**src/rtl/display_pkg.sv**
```systemverilog
// Shared constants and types for the two-digit multiplexed seven-segment driver.
// Segment codes are active-low, bit6..0 = g..a.
package display_pkg;

  localparam logic [6:0] SEG_OFF = 7'h7F;
  localparam logic [1:0] AN_OFF  = 2'b11;

  localparam logic [6:0] SEG_CODE [0:9] = '{
    7'h40, 7'h79, 7'h24, 7'h30, 7'h19,
    7'h12, 7'h02, 7'h78, 7'h00, 7'h10
  };

  typedef enum logic {
    SLOT_ONES = 1'b0,
    SLOT_TENS = 1'b1
  } slot_e;

endpackage

```
**src/rtl/count_display_driver_if.sv**
```systemverilog
// Bundle of the counter-value inputs and the display drive outputs.
// master drives the value/config side; slave is the display driver itself.
interface count_display_driver_if;
  logic [3:0] count;
  logic [2:0] bright;
  logic       blank_lz;
  logic [1:0] an;
  logic [6:0] seg;
  logic       frame;

  modport master (output count, bright, blank_lz, input an, seg, frame);
  modport slave  (input count, bright, blank_lz, output an, seg, frame);
endinterface

```
**src/rtl/seg7_decode.sv**
```systemverilog
// Combinational BCD digit to active-low seven-segment code; non-decimal inputs go dark.
module seg7_decode
  import display_pkg::*;
(
  input  logic [3:0] digit,
  output logic [6:0] seg
);

  always_comb begin
    seg = SEG_OFF;
    case (digit)
      4'd0:    seg = SEG_CODE[0];
      4'd1:    seg = SEG_CODE[1];
      4'd2:    seg = SEG_CODE[2];
      4'd3:    seg = SEG_CODE[3];
      4'd4:    seg = SEG_CODE[4];
      4'd5:    seg = SEG_CODE[5];
      4'd6:    seg = SEG_CODE[6];
      4'd7:    seg = SEG_CODE[7];
      4'd8:    seg = SEG_CODE[8];
      4'd9:    seg = SEG_CODE[9];
      default: seg = SEG_OFF;
    endcase
  end

endmodule

```
**src/rtl/count_display_driver.sv**
```systemverilog
// Two-digit common-anode scan driver with per-frame snapshot, leading-zero
// blanking and 8-step PWM brightness. TICK_DIV must be a multiple of 8, >= 16.
//
//   state     | meaning
//   ----------+-----------------------------------------------------------
//   SLOT_ONES | ones digit owns the anodes for TICK_DIV cycles
//   SLOT_TENS | tens digit owns the anodes; its last cycle takes the snapshot
module count_display_driver
  import display_pkg::*;
#(
  parameter int TICK_DIV = 5000
) (
  input logic clk,
  input logic rst,
  count_display_driver_if.slave dif
);

  localparam int SUB = TICK_DIV / 8;
  localparam int PW  = $clog2(TICK_DIV);
  localparam int SW  = (SUB > 1) ? $clog2(SUB) : 1;

  logic [PW-1:0] pre;
  logic [SW-1:0] sub_cnt;
  logic [2:0]    pwm;
  logic          tick;
  logic          sub_end;

  slot_e         slot_q, slot_d;
  logic          snap;

  logic [3:0]    cnt_q;
  logic [2:0]    br_q;
  logic [3:0]    tens, ones, digit;
  logic [6:0]    seg_dec;
  logic          lit;
  logic [1:0]    an_d, an_q;
  logic [6:0]    seg_d, seg_q;
  logic          frame_q;

  assign tick    = (pre == PW'(TICK_DIV - 1));
  assign sub_end = (sub_cnt == SW'(SUB - 1));

  // pwm tracks pre / SUB without a divider; it wraps 7 -> 0 exactly at tick
  always_ff @(posedge clk) begin
    if (!rst) begin
      pre     <= '0;
      sub_cnt <= '0;
      pwm     <= '0;
    end else if (tick) begin
      pre     <= '0;
      sub_cnt <= '0;
      pwm     <= '0;
    end else begin
      pre <= pre + 1'b1;
      if (sub_end) begin
        sub_cnt <= '0;
        pwm     <= pwm + 1'b1;
      end else begin
        sub_cnt <= sub_cnt + 1'b1;
      end
    end
  end

  always_ff @(posedge clk) begin
    if (!rst) slot_q <= SLOT_ONES;
    else      slot_q <= slot_d;
  end

  always_comb begin
    slot_d = slot_q;
    snap   = 1'b0;
    if (tick) begin
      case (slot_q)
        SLOT_ONES: slot_d = SLOT_TENS;
        SLOT_TENS: begin
          slot_d = SLOT_ONES;
          snap   = 1'b1;
        end
        default:   slot_d = SLOT_ONES;
      endcase
    end
  end

  always_ff @(posedge clk) begin
    if (!rst) begin
      cnt_q <= '0;
      br_q  <= '0;
    end else if (snap) begin
      cnt_q <= dif.count;
      br_q  <= dif.bright;
    end
  end

  assign tens  = (cnt_q >= 4'd10) ? 4'd1 : 4'd0;
  assign ones  = cnt_q - ((cnt_q >= 4'd10) ? 4'd10 : 4'd0);
  assign digit = (slot_q == SLOT_TENS) ? tens : ones;

  seg7_decode u_dec (
    .digit (digit),
    .seg   (seg_dec)
  );

  // blank_lz is deliberately live so the blanking choice responds without waiting a frame
  assign lit = (pwm < br_q) &&
               !((slot_q == SLOT_TENS) && dif.blank_lz && (tens == 4'd0));

  always_comb begin
    an_d  = AN_OFF;
    seg_d = SEG_OFF;
    if (lit) begin
      an_d  = (slot_q == SLOT_TENS) ? 2'b01 : 2'b10;
      seg_d = seg_dec;
    end
  end

  always_ff @(posedge clk) begin
    if (!rst) begin
      an_q    <= AN_OFF;
      seg_q   <= SEG_OFF;
      frame_q <= 1'b0;
    end else begin
      an_q    <= an_d;
      seg_q   <= seg_d;
      frame_q <= snap;
    end
  end

  assign dif.an    = an_q;
  assign dif.seg   = seg_q;
  assign dif.frame = frame_q;

endmodule

```
**src/flat_wrapper.sv**
```systemverilog
// flat-port wrapper written by rule: the top's interface ports become plain ports
module count_display_driver_flat import display_pkg::*;
#(
  parameter int TICK_DIV = 5000
)
  (clk, rst, dif_count, dif_bright, dif_blank_lz, dif_an, dif_seg, dif_frame);
  count_display_driver_if dif_i ();
  input logic clk;
  input logic rst;
  input wire logic [$bits(dif_i.count)-1:0] dif_count;
  input wire logic [$bits(dif_i.bright)-1:0] dif_bright;
  input wire logic [$bits(dif_i.blank_lz)-1:0] dif_blank_lz;
  output wire logic [$bits(dif_i.an)-1:0] dif_an;
  output wire logic [$bits(dif_i.seg)-1:0] dif_seg;
  output wire logic [$bits(dif_i.frame)-1:0] dif_frame;
  assign dif_i.count = dif_count;
  assign dif_i.bright = dif_bright;
  assign dif_i.blank_lz = dif_blank_lz;
  assign dif_an = dif_i.an;
  assign dif_seg = dif_i.seg;
  assign dif_frame = dif_i.frame;
  count_display_driver #(.TICK_DIV(TICK_DIV)) u_core (.clk(clk), .rst(rst), .dif(dif_i));
endmodule
```
**config.mk**
```make
export PLATFORM = sky130hd
export DESIGN_NAME = count_display_driver_flat
export DESIGN_NICKNAME = d
export VERILOG_FILES = /design/src/rtl/display_pkg.sv /design/src/rtl/count_display_driver_if.sv /design/src/rtl/seg7_decode.sv /design/src/rtl/count_display_driver.sv /design/src/flat_wrapper.sv
export SDC_FILE = /design/constraint.sdc
export NUM_CORES = 1
export LEC_CHECK = 0
export BUFFER_PORTS_ARGS = -buffer_cell sky130_fd_sc_hd__buf_4
export CELL_PAD_IN_SITES_DETAIL_PLACEMENT = 1
export CELL_PAD_IN_SITES_GLOBAL_PLACEMENT = 2
export CORE_MARGIN = 4
export CORE_UTILIZATION = 25
export DETAILED_ROUTE_END_ITERATION = 7
export GPL_ROUTABILITY_DRIVEN = 1
export PLACE_DENSITY = 0.67
export SLEW_MARGIN = 25
export SYNTH_ARGS = -nofsm -noshare
export SYNTH_HDL_FRONTEND = slang
export SYNTH_SLANG_ARGS = --single-unit
```
**constraint.sdc**
```tcl
create_clock -name clk -period 1.85 [get_ports clk]
set_clock_uncertainty 0.15 [all_clocks]
set_input_delay 0.0925 -clock clk [delete_from_list [all_inputs] [get_ports clk]]
set_output_delay 0.0925 -clock clk [all_outputs]
set_load 0.01 [all_outputs]
```
---- Word-level counts from Yosys, hierarchy flattened ----
Memories as Yosys holds them, arrays and structs flattened. A register that Yosys moved wholly into a read port is not among the register bits.
Index checks and enable logic that the tools add are counted.
operators by class
  equal/unequal tests ..................... 2
  $add $sub $neg .......................... 4
  reductions and logical operators ........ 9
  bitwise logic cells ..................... 2
  mux-type cells .......................... 7
  magnitude comparators ................... 2
operators by type and width
  kind                                                       number
  adder 13 x 1 -> 13 bit (second input constant)             1
  equality test 13 bit (second input constant)               1
  adder 10 x 1 -> 10 bit (second input constant)             1
  equality test 10 bit (second input constant)               1
  two-way mux 4 bit                                          2
  greater-or-equal comparator 4 bit (second input constant)  1
  zero test 4 bit                                            1
  subtractor 4 bit                                           1
  adder 3 x 1 -> 3 bit (second input constant)               1
  logical AND 1 bit                                          3
  < comparator 3 bit                                         1
  two-way mux 1 bit                                          3
  OR reduction 3 bit                                         1
  zero test 1 bit                                            2
  two-way mux 2 bit                                          1
  inverter 1 bit                                             2
  case mux 1 bit (2 select lines)                            1
  AND reduction 2 bit                                        1
  OR reduction 2 bit                                         1
word-level totals
  input bits .............................. 10
  memories ................................ 1
  flip-flop bits (word level) ............. 37
  output and inout bits ................... 10
  logic and storage cells ................. 35
  ROM bits ................................ 112
memory list
  name              depth  bits a word  rd ports  clocked after Yosys merged registers in  write ports  line               text
  (name not given)  16     7            1         1                                        0            seg7_decode.sv:11  case (digit)

---- Depth between registers and ports, before layout ----
Gate-level depths: netlist of run 1.
  depth after elaboration ................. 8
  gate-level depth with buffers ........... 9
  gate-level depth less buffers ........... 8

---- Cells and area by module ----
A second synthesis of run 1 with hierarchy kept.
second synthesis, totals
  cells, all modules ...................... 235
  area total of the unflattened synthesis .. 2064.5 µm²
modules (own cells, without submodules)
  module                times used  seq. area each (µm²)  area an instance (µm²)  cells each
  count_display_driver  1           880.8                 1854.3                  202
  seg7_decode           1           0.0                   210.2                   33

---- Worst setup path before layout of run 1 ----
Ideal clock, no wire load.
  path kind ............................... reg-to-reg
  start point ............................. reg u_core.cnt_q[1]
  end point ............................... reg u_core.seg_q[6] (netlist: u_core.dif.seg[6])
  setup slack ............................. -0.199 ns
  path buffers ............................ 1
  required time ........................... 1.552 ns
  arrival ................................. 1.752 ns
  cell stages (with the launch flop) ...... 9
  period minus slack after synthesis ...... 2.049 ns
  library setup time ...................... 0.148 ns
  cell sequence ........................... dfxtp_1 o21ai_0 inv_1 ha_1 ha_1 clkbuf_1 a21oi_1 o221a_2 o21ai_0
on the way
  longest elaborated chain between the ends .. 8
  elaborated cells between the ends (all ways) .. 11
  those cells by class .................... add/sub: 1; order compare: 1; mux: 3; reduce/logical: 6
RTL lines
  what                                                                       line                        text
  start: declaration                                                         count_display_driver.sv:31  logic [3:0] cnt_q;
  start signal: assignment                                                   count_display_driver.sv:89  cnt_q <= dif.count;
  branches (longest 8 deep; another with greater-or-equal comparator 4 bit)  --
  end: declaration                                                           count_display_driver.sv:37  logic [6:0] seg_d, seg_q;
Parallel ways; which one is timed is not known.
A chain may end at the register's enable or synchronous reset.

---- Worst setup path in the final report of run 1 ----
  start point ............................. reg u_core.cnt_q[1]
  end point ............................... reg u_core.seg_q[3] (netlist: u_core.dif.seg[3])
The elaborated chain is that of the path after synthesis.

==> results.ini, run 1 <==
[setup_path]
path_cells=o21ai_2 > inv_2 > ha_4 > nor2_2 > ha_1 > o21ai_1 > o21ai_0 > o211ai_1
crit_family=adder cells
critPathMaxFanout=4
worst_path_max_delay_cell=dfxtp_4
cp.arrival_ns=1.89
worstPathBufferInverterCount=1
crit_type=reg2reg
start_kind=flip-flop
critPathMaxStageDelay_ns=0.36
end_kind=flip-flop
crit_required_ns=1.93

[timing]
worstMarginPinSlew_ns=0.393
slew_violations=0
max_freq_mhz=552
fin_tns_setup_ns=0
layout_min_cycle_time_ns=1.81
finalHoldViolCount=0
finalSetupViolCount=0
slew_headroom_pct=73.7
finalWorstSetupSlack_ns=0.0373
grt_setup_unrepaired=true
fin_crit_sh_pct=98.0
hold_slack_ns=0.00405

[place]
portBuffers=19
place.gp.congestion=0.732
pre_cts_slack_ns=-0.118
dp_hpwl_um=3090

[floorplanning]
core_sq_um=7730
die_height_um=97.3
die_w_um=97.3
initial_core_util_pct=25.8
rows=32
io_pins=20
fp.dieArea_sq_um=9470

[grt]
grt_pass1_vias=1600
grt_pass1_wl_um=7310
grt.overflow.total=0
antenna_found_initial=0
grt_max_degree=20
grt_usage_pct=9.22

[logic_synthesis]
synthTopCellsByCount=44 x dfxtp_1, 29 x nor2_1, 28 x nand2_1, 16 x inv_1
ys.flop_type=dfxtp_1
synth_top_family_by_area=simple AND/OR/NAND/NOR gates
synth_edf_count=0
synth_cell_types=36
synth_top_area_cell=dfxtp_1
synth-simple-area-share_pct=24.2
async_flop_share_pct=0
synth_compound_area_share_pct=7.34
synth.area.mux_share_pct=4.02
synth_xor_area_share_pct=9.67
synth_fa_ha_area_share_pct=5.65
yosysWarnings=0
synth_top_area_share_pct=44.2
synth_nets=245
netlist_area_sq_um=1990
yosysMostFrequentCell=dfxtp_1
synthTopCellsByArea=dfxtp_1 44%, ha_1 5.6%, nor2_1 5.5%, nand2_1 5.3%, xnor2_1 4.8%
ys_ff_latch=44
netlist_instances=226
synth.avg_cell_area_sq_um=8.82
yosysSeqAreaShare_pct=44.2

[run_status]
status=finished clean

[routing]
drtIter0Drc=15
drt-pass1-iter-count=2
drc=0
num_vias=1626
vias_per_cell=4.28
ant_nets=0
wl_per_cell_um=11.2
routed_wl_um=4240

[clocking]
cts_root_buffer=clkbuf_8
cts_tree=built
clkSlewWorstSetupHoldPaths_ns=0.09
cts_buffers=5
clk_latency_ns=0.30
cts-htree-levels=2
clock_path_buffers=2
clkSinkCount=44

[pwr]
power_frac_clock_pct=37.9
p_seq_share_pct=57.4
leakagePower_uw=0.00105
switching_share_pct=22.7
power.internal_uw=1300
power.total_uw=1680
p_sw_uw=383
p_per_area_nw_per_um2=629
ir_drop_v=0.000291
power_frac_comb_pct=4.6

[layout]
n_antenna_cell=0
area_growth_pct=34.3
nets=296
drive_gt1_share_pct=26.6

[hold_path]
hp-class=in2reg

[flow_run]
cap_viol_max_count=0

==> area by class of cell <==
cell class | instances | area (sq um)
clock inverters | 2 | 15.0
inverters | 16 | 60.1
flip-flops and latches | 44 | 887
multi-input cells | 158 | 1090
fillers | 910 | 5050
clock buffers | 6 | 82.6
well taps | 102 | 128
repair buffers | 52 | 415
==> per-layer routing <==
metal | up-vias | track usage [%] | share of wire, % | wire length [um]
met5 | - | 0 | 0 | 0
met4 | 0 | 3.19 | 1.5 | 62
met3 | 6 | 2.51 | 3.4 | 143
met2 | 16 | 14.4 | 45 | 1900
met1 | 742 | 12.3 | 50 | 2130
li1 | 862 | - | - | -
==> power groups by stage <==
stage	combinational, uW	sequential [uW]	clock, uW
global route	90.1	971	720
global placement	66.5	991	0
detailed placement	68.7	991	0
CTS	80.3	969	675
finish	78.2	968	639
floorplan	39.5	989	0
==> final timing paths <==
check | startpoint | end | slack, ns | depth (start not counted)
setup / recovery | u_core.cnt_q[1]$_SDFFE_PN0P_ | u_core.dif.seg[3]$_SDFF_PN1_ | 0.04 | 8
hold / removal | rst | u_core.br_q[1]$_SDFFE_PN0P_ | 0.004 | 3
setup reg to reg | u_core.cnt_q[1]$_SDFFE_PN0P_ | u_core.dif.seg[3]$_SDFF_PN1_ | 0.04 | 8
hold reg to reg | u_core.pre[0]$_SDFF_PP0_ | u_core.pre[0]$_SDFF_PP0_ | 0.29 | 1
==> layout by cell type (no fill, tap or decap), drive strengths merged, types with 2 or more instances in the layout <==
| cell | instances |
|---|---|
| or3 | 3 |
| nor3 | 6 |
| o211ai | 2 |
| and2 | 3 |
| a21oi | 4 |
| nor4 | 4 |
| nand3 | 9 |
| nor2 | 29 |
| nand2 | 28 |
| clkinvlp | 2 |
| dlygate4sd3 | 7 |
| o21ai | 8 |
| inv | 16 |
| buf | 45 |
| and3 | 4 |
| mux2i | 8 |
| xor2 | 11 |
| dfxtp | 44 |
| ha | 9 |
| nand4 | 5 |
| xnor2 | 11 |
| clkbuf | 6 |
==> worst min-delay path, stage by stage <==
cell	delay, ns
buf_4	0.18
nand2_1	0.08
mux2i_1	0.05
==> cells by family (layout without fill, tap and decap cells) <==
family | Yosys count | in the layout
and+or+nand+nor | 99 | 99
adders and majority gates | 9 | 9
DFF | 44 | 44
muxes | 8 | 8
xor gates and xnor gates | 22 | 22
AOI/OAI and AO/OA | 20 | 20
buffers and inverters | 24 | 76
==> stage by stage <==
step	area [sq um]	instances	utilization, %
2_1_floorplan	2010	226	-
3_3_place_gp	2410	362	31.2
3_5_place_dp	2410	362	31.2
4_1_cts	2600	377	33.7
5_1_grt	2680	380	34.6
6_report	2680	380	34.6
==> flip-flops by register name, indices dropped and copies added, names as in the netlist <==
register	cells
u_core.pwm	3
u_core.dif.frame	1
u_core.br_q	3
u_core.dif.an	2
u_core.slot_q	1
u_core.sub_cnt	10
u_core.cnt_q	4
u_core.pre	13
u_core.dif.seg	7
==> repair_timing <==
item / in CTS / in global routing
endpoints found under the setup margin: 5 / 19
pin swaps: 0 / 5
gates resized for setup: 5 / 15
endpoints found under the hold margin: 7 / 0
hold buffers: 7 / 0
buffers inserted: 0 / 3
No activity file was read; power rests on OpenSTA's default activity.
==> run 2, diff against run 1 <==
==> constraint.sdc (replaced) <==
create_clock -name clk -period 1.6 [get_ports clk]
set_clock_uncertainty 0.15 [all_clocks]
set_input_delay 0.08 -clock clk [delete_from_list [all_inputs] [get_ports clk]]
set_output_delay 0.08 -clock clk [all_outputs]
set_load 0.01 [all_outputs]
==> run 2 against run 1 <==
Effect of this change: largest cell class unchanged; clock-buffer cell count shrank 1; die area is the same; utilization is 4.4 points higher; clock power is 5.0% higher; sequential share of layout area down 3.6 points; sequential cell count did not move; largest power group unchanged; critical path depth fell by 3; highest routed layer unchanged; via count up 7.7%; the run now ends with negative setup slack left; maximum frequency fell by 0.14%; combinational power grew 66%; hold slack improved by 0.032 ns.
==> results.ini, run 2 (same netlist as run 1, synthesis figures left out) <==
[routing]
drt-pass1-iter-count=2  ; unchanged
num_vias=1752  ; +7.7%
vias_per_cell=4.41  ; +3.1%
wl_per_cell_um=11.9  ; +6.4%
drtIter0Drc=18  ; +3
routed_wl_um=4710  ; +11%
drc=0  ; unchanged
ant_nets=0  ; unchanged

[timing]
grt_setup_unrepaired=true
worstMarginPinSlew_ns=0.381  ; -0.0124 ns
fin_tns_setup_ns=-6.09  ; -6.09 ns
max_freq_mhz=551  ; -0.14%
slew_headroom_pct=74.4  ; +0.62 points
finalWorstSetupSlack_ns=-0.215  ; -0.252 ns
slew_violations=0  ; unchanged
finalHoldViolCount=0  ; unchanged
fin_crit_sh_pct=113  ; +15 points
layout_min_cycle_time_ns=1.82  ; +0.00246 ns
finalSetupViolCount=40  ; +40

[grt]
antenna_found_initial=0  ; unchanged
grt_use_met1_pct=13.5  ; +1.2 points
use_met2_pct=15.8  ; +1.4 points
grt_use_met3_pct=2.73  ; +0.22 points
grt.overflow.total=0  ; unchanged
grt_pass1_vias=1684  ; +5.3%
gr-max-usage-layer=met2
grt_usage_pct=10.1  ; +0.89 points
grt_max_degree=20  ; unchanged
grt_pass1_wl_um=7970  ; +9.1%

[layout]
final_core_util_pct=39.1  ; +4.4 points
final_cell_mix=55 x buf_4, 36 x dfxtp_1, 24 x nand2_1
largest_reg_flops=13  ; unchanged
drive_gt1_share_pct=40.0  ; +13 points
n_antenna_cell=0  ; unchanged
final_area_sq_um=3020  ; +13%
final_common_cell=buf_4
top_register=u_core.pre
area_growth_pct=51.5
nets=314  ; +6.1%
fillers=901  ; -0.99%

[setup_path]
critPathMaxStageDelay_ns=0.57  ; +0.21 ns
path_cells=or4b_4 > o41ai_4 > nand2b_4 > clkbuf_16 > nor2_1
crit_type=reg2reg
cp.arrival_ns=1.85  ; -0.04 ns
start_kind=flip-flop
cp-startpoint=u_core.pre[10]$_SDFF_PP0_
end_kind=flip-flop
worst_path_max_delay_cell=or4b_4
crit_required_ns=1.64  ; -0.29 ns
reg2reg_from=u_core.pre[10]$_SDFF_PP0_
critPathMaxFanout=5  ; +1

[clocking]
cts_tree=built
clkSinkCount=44  ; unchanged
clkSlewWorstSetupHoldPaths_ns=0.08  ; about the same
cts-htree-levels=2  ; unchanged
cts_root_buffer=clkbuf_8
clk_latency_ns=0.29  ; about the same
cts_buffers=5  ; unchanged
clock_path_buffers=2  ; unchanged

[run_status]
violations=negative setup slack
status=finished, violations left

[floorplanning]
fp.dieArea_sq_um=9470  ; unchanged
initial_core_util_pct=25.8  ; unchanged
core_sq_um=7730  ; unchanged
die_w_um=97.3  ; unchanged
die_height_um=97.3  ; unchanged
rows=32  ; unchanged
io_pins=20  ; unchanged

[hold_path]
min_from=dif_blank_lz
hp-class=in2reg

[place]
place.gp.congestion=0.730  ; -0.36%
dp_hpwl_um=3350  ; +8.6%
dpl_cell_area_sq_um=2600  ; +7.7%
portBuffers=19  ; unchanged
pre_cts_slack_ns=-0.215  ; -0.0964 ns

[flow_run]
cap_viol_max_count=0  ; unchanged

[pwr]
leakagePower_uw=0.00117  ; +12%
p_per_area_nw_per_um2=634  ; +0.80%
ir_drop_v=0.000292  ; +0.18%
power.total_uw=1920  ; +14%

[run 2: changes by cell type in the layout (fill, tap and decap cells not counted), moves of 3 or more]
cell / change
buf_4: +12
dfxtp_1: -5
dfxtp_2: +5
dlygate4sd3_1: +4
ha_1: -3
ha_4: +3
nand2_1: -3
nor2_1: -10
nor2_2: +6
nor2_4: +4
o21ai_0: -3
o21ai_1: +3
[run 2: timing repair]
action | CTS | global route
endpoints found under the setup margin | 42 | 43
hold buffers | 11 | 0
endpoints found under the hold margin | 7 | 0
setup buffers | 1 | 3
gates resized for setup | 15 | 33
gates cloned | 0 | 1
pin swaps | 7 | 13
[run 2: area by class of cell]
type | instances | area (sq um) | area share, %
Sequential cell | 44 | 893 | 29.6
Inverter | 16 | 60.1 | 1.99
Clock buffer | 5 | 68.8 | 2.28
Tap cell | 102 | 128 | 4.23
Timing Repair Buffer | 70 | 591 | 19.6
Clock inverter | 2 | 12.5 | 0.414
Multi-Input combinational cell | 158 | 1270 | 41.9
[run 2: path summary, 6_finish.rpt]
check                                       to  slack [ns]  cells after the start
setup / recovery  u_core.sub_cnt[4]$_SDFF_PP0_       -0.22                      5
hold / removal    u_core.dif.seg[1]$_SDFF_PN1_        0.04                      4
setup reg to reg  u_core.sub_cnt[4]$_SDFF_PP0_       -0.22                      5
hold reg to reg    u_core.br_q[2]$_SDFFE_PN0P_        0.31                      2
[run 2: critical path, delay by kind of cell, from the launching register on]
kind | cells | cell delay (ns)
flops | 1 | 0.33
simple gates | 3 | 0.83
buf+inv | 1 | 0.16
compound gates | 1 | 0.25
[run 2: metrics by stage]
stage | hold WS, ns | cells
after floorplan | 0.0646 | 226
after global placement | 0.191 | 375
after detailed placement | 0.197 | 375
after CTS | 0.0299 | 393
after global routing | 0.0471 | 397
final | 0.0359 | 397
[run 2: power by group]
group / switching [uW] / leakage, uW / internal, uW
Clock: 375 / 0.0000400 / 296
Combinational: 54.5 / 0.000772 / 75.4
Sequential: 9.95 / 0.000360 / 1100
[run 2: layer usage]
layer | up-vias | routed length, um
met5 | - | 0
met4 | 0 | 65
met3 | 6 | 155
met2 | 17 | 2220
met1 | 837 | 2270
li1 | 892 | -
==> run 3, diff against run 2 <==
==> constraint.sdc (replaced) <==
create_clock -name clk -period 1.59 [get_ports clk]
set_clock_uncertainty 0.15 [all_clocks]
set_input_delay 0.0795 -clock clk [delete_from_list [all_inputs] [get_ports clk]]
set_output_delay 0.0795 -clock clk [all_outputs]
set_load 0.05 [all_outputs]
==> run 3 against run 2 <==
Effect of this change: the flow still finishes with violations (negative setup slack); hold slack got worse by 0.0016 ns; non-clock buffer count increased by 6; setup slack got worse by 0.038 ns.
==> results.ini, run 3 (same netlist as run 1, synthesis figures left out) <==
[run_status]
status=finished, violations left
violations=negative setup slack

[grt]
grt_pass1_vias=1813  ; +7.7%
grt_pass1_wl_um=8800  ; +10%
grt.overflow.total=0  ; unchanged
antenna_found_initial=0  ; unchanged
grt_usage_pct=11.3  ; +1.2 points
grt_max_degree=15  ; -25%

[flow_run]
cap_viol_max_count=0  ; unchanged

[floorplanning]
rows=32  ; unchanged
die_height_um=97.3  ; unchanged
fp.dieArea_sq_um=9470  ; unchanged
die_w_um=97.3  ; unchanged
core_sq_um=7730  ; unchanged
initial_core_util_pct=25.8  ; unchanged
io_pins=20  ; unchanged

[place]
portBuffers=19  ; unchanged
dp_cells=376  ; +0.27%
place.gp.congestion=0.727  ; -0.41%
dp_hpwl_um=3420  ; +1.9%
dpl_cell_area_sq_um=2610  ; +0.29%

[setup_path]
cp-startpoint=u_core.pre[10]$_SDFF_PP0_
end_kind=flip-flop
reg2reg_from=u_core.pre[10]$_SDFF_PP0_
crit_required_ns=1.62  ; -0.02 ns
crit_type=reg2reg
cp.arrival_ns=1.88  ; +0.03 ns
start_kind=flip-flop
critPathMaxFanout=8  ; +3

[layout]
final_cells=404  ; +1.8%
final_area_sq_um=3150  ; +4.4%
n_antenna_cell=0  ; unchanged
top_register=u_core.pre
area_growth_pct=58.1
largest_reg_flops=13  ; unchanged
final_cell_mix=57 x buf_4, 38 x dfxtp_1, 23 x nand2_1
multi_input_area_sq_um=1310  ; +3.7%
final_common_cell=buf_4
fillers=883  ; -2.0%
nets=320  ; +1.9%
drive_gt1_share_pct=40.4  ; +0.40 points
ff_latch_area_sq_um=891  ; -0.28%

[routing]
wl_per_cell_um=12.6  ; +6.6%
vias_per_cell=4.35  ; -1.3%
drc=0  ; unchanged
num_vias=1759  ; +0.40%
drtIter0Drc=27  ; +9
drt-pass1-iter-count=4  ; +2
routed_wl_um=5110  ; +8.4%
ant_nets=0  ; unchanged

[timing]
slew_headroom_pct=75.3  ; +0.92 points
finalHoldViolCount=0  ; unchanged
grt_setup_unrepaired=true
slew_violations=0  ; unchanged
finalSetupViolCount=40  ; unchanged
layout_min_cycle_time_ns=1.84  ; +0.0281 ns
finalWorstSetupSlack_ns=-0.253  ; -0.0381 ns
max_freq_mhz=542  ; -1.5%
worstMarginPinSlew_ns=0.368  ; -0.0128 ns
fin_crit_sh_pct=116  ; +2.5 points

[clocking]
cts-htree-levels=2  ; unchanged
cts_buffers=5  ; unchanged
cts_root_buffer=clkbuf_8
clock_path_buffers=2  ; unchanged
clkSlewWorstSetupHoldPaths_ns=0.09  ; about the same
clkSinkCount=44  ; unchanged
cts_tree=built
clk_latency_ns=0.29  ; about the same

[pwr]
leakagePower_uw=0.00120  ; +2.7%
p_per_area_nw_per_um2=672  ; +5.9%
ir_drop_v=0.000382  ; +31%
power.total_uw=2120  ; +11%

[hold_path]
min_from=dif_blank_lz
hp-class=in2reg

## run 3: changes by cell type in the layout (fill, tap and decap cells not counted), sizes merged
cell / delta
buf: +6
dlygate4sd3: +1
clkinvlp: -1
bufinv: +1
## run 3: what timing repair did
action,4_1_cts,5_1_grt
hold buffers,12,0
gates cloned,1,0
resized for setup,30,34
pin swaps,16,15
setup buffers,6,2
endpoints found under the hold margin,7,0
setup endpoints to repair,43,43
## run 3: power breakdown
part	total [uW]	switching (uW)	internal, uW	leakage [uW]
clock network	847	380	467	0.0000552
logic	149	63.9	84.9	0.000790
registers	1120	9.82	1110	0.000359
## run 3: through the flow
step	util [%]	setup WS (ns)	TNS (ns)	hold WS [ns]
2_1_floorplan	-	-0.206	-5.50	0.0641
3_3_place_gp	33.7	-0.172	-5.12	0.193
3_5_place_dp	33.7	-0.224	-6.03	0.197
4_1_cts	38.6	-0.196	-6.52	0.0328
5_1_grt	40.8	-0.307	-10.17	0.0348
6_report	40.8	-0.253	-7.54	0.0343
## run 3: final timing paths
path | slack, ns | cells after the start | endpoint
worst max-delay path | -0.25 | 5 | u_core.pre[9]$_SDFF_PP0_
worst min-delay path | 0.03 | 4 | u_core.dif.seg[5]$_SDFF_PN1_
worst max register to register | -0.25 | 5 | u_core.pre[9]$_SDFF_PP0_
worst min register to register | 0.31 | 2 | u_core.br_q[1]$_SDFFE_PN0P_
## run 3: layout make-up
cell class / count / share of cell area, %
inverters: 16 / 1.91
well taps: 102 / 4.05
multi-input cells: 158 / 41.6
repair buffers: 76 / 20.7
clock inverters: 2 / 1.11
flip-flops and latches: 44 / 28.3
clock buffers: 6 / 2.30
## run 3: metal layers
metal  vias to the layer above  wire (um)  track usage [%]
met4                         0         73             3.41
met3                         7        134             2.58
li1                        906          -                -
met2                        19       2510             18.8
met5                         -          0                0
met1                       827       2390             14.5
## run 3: worst max-delay path, cell delays in order, from the launching register on
cell	delay, ns
dfxtp_2	0.33
or4b_4	0.57
o41ai_4	0.27
buf_4	0.21
buf_12	0.16
nor2_1	0.04
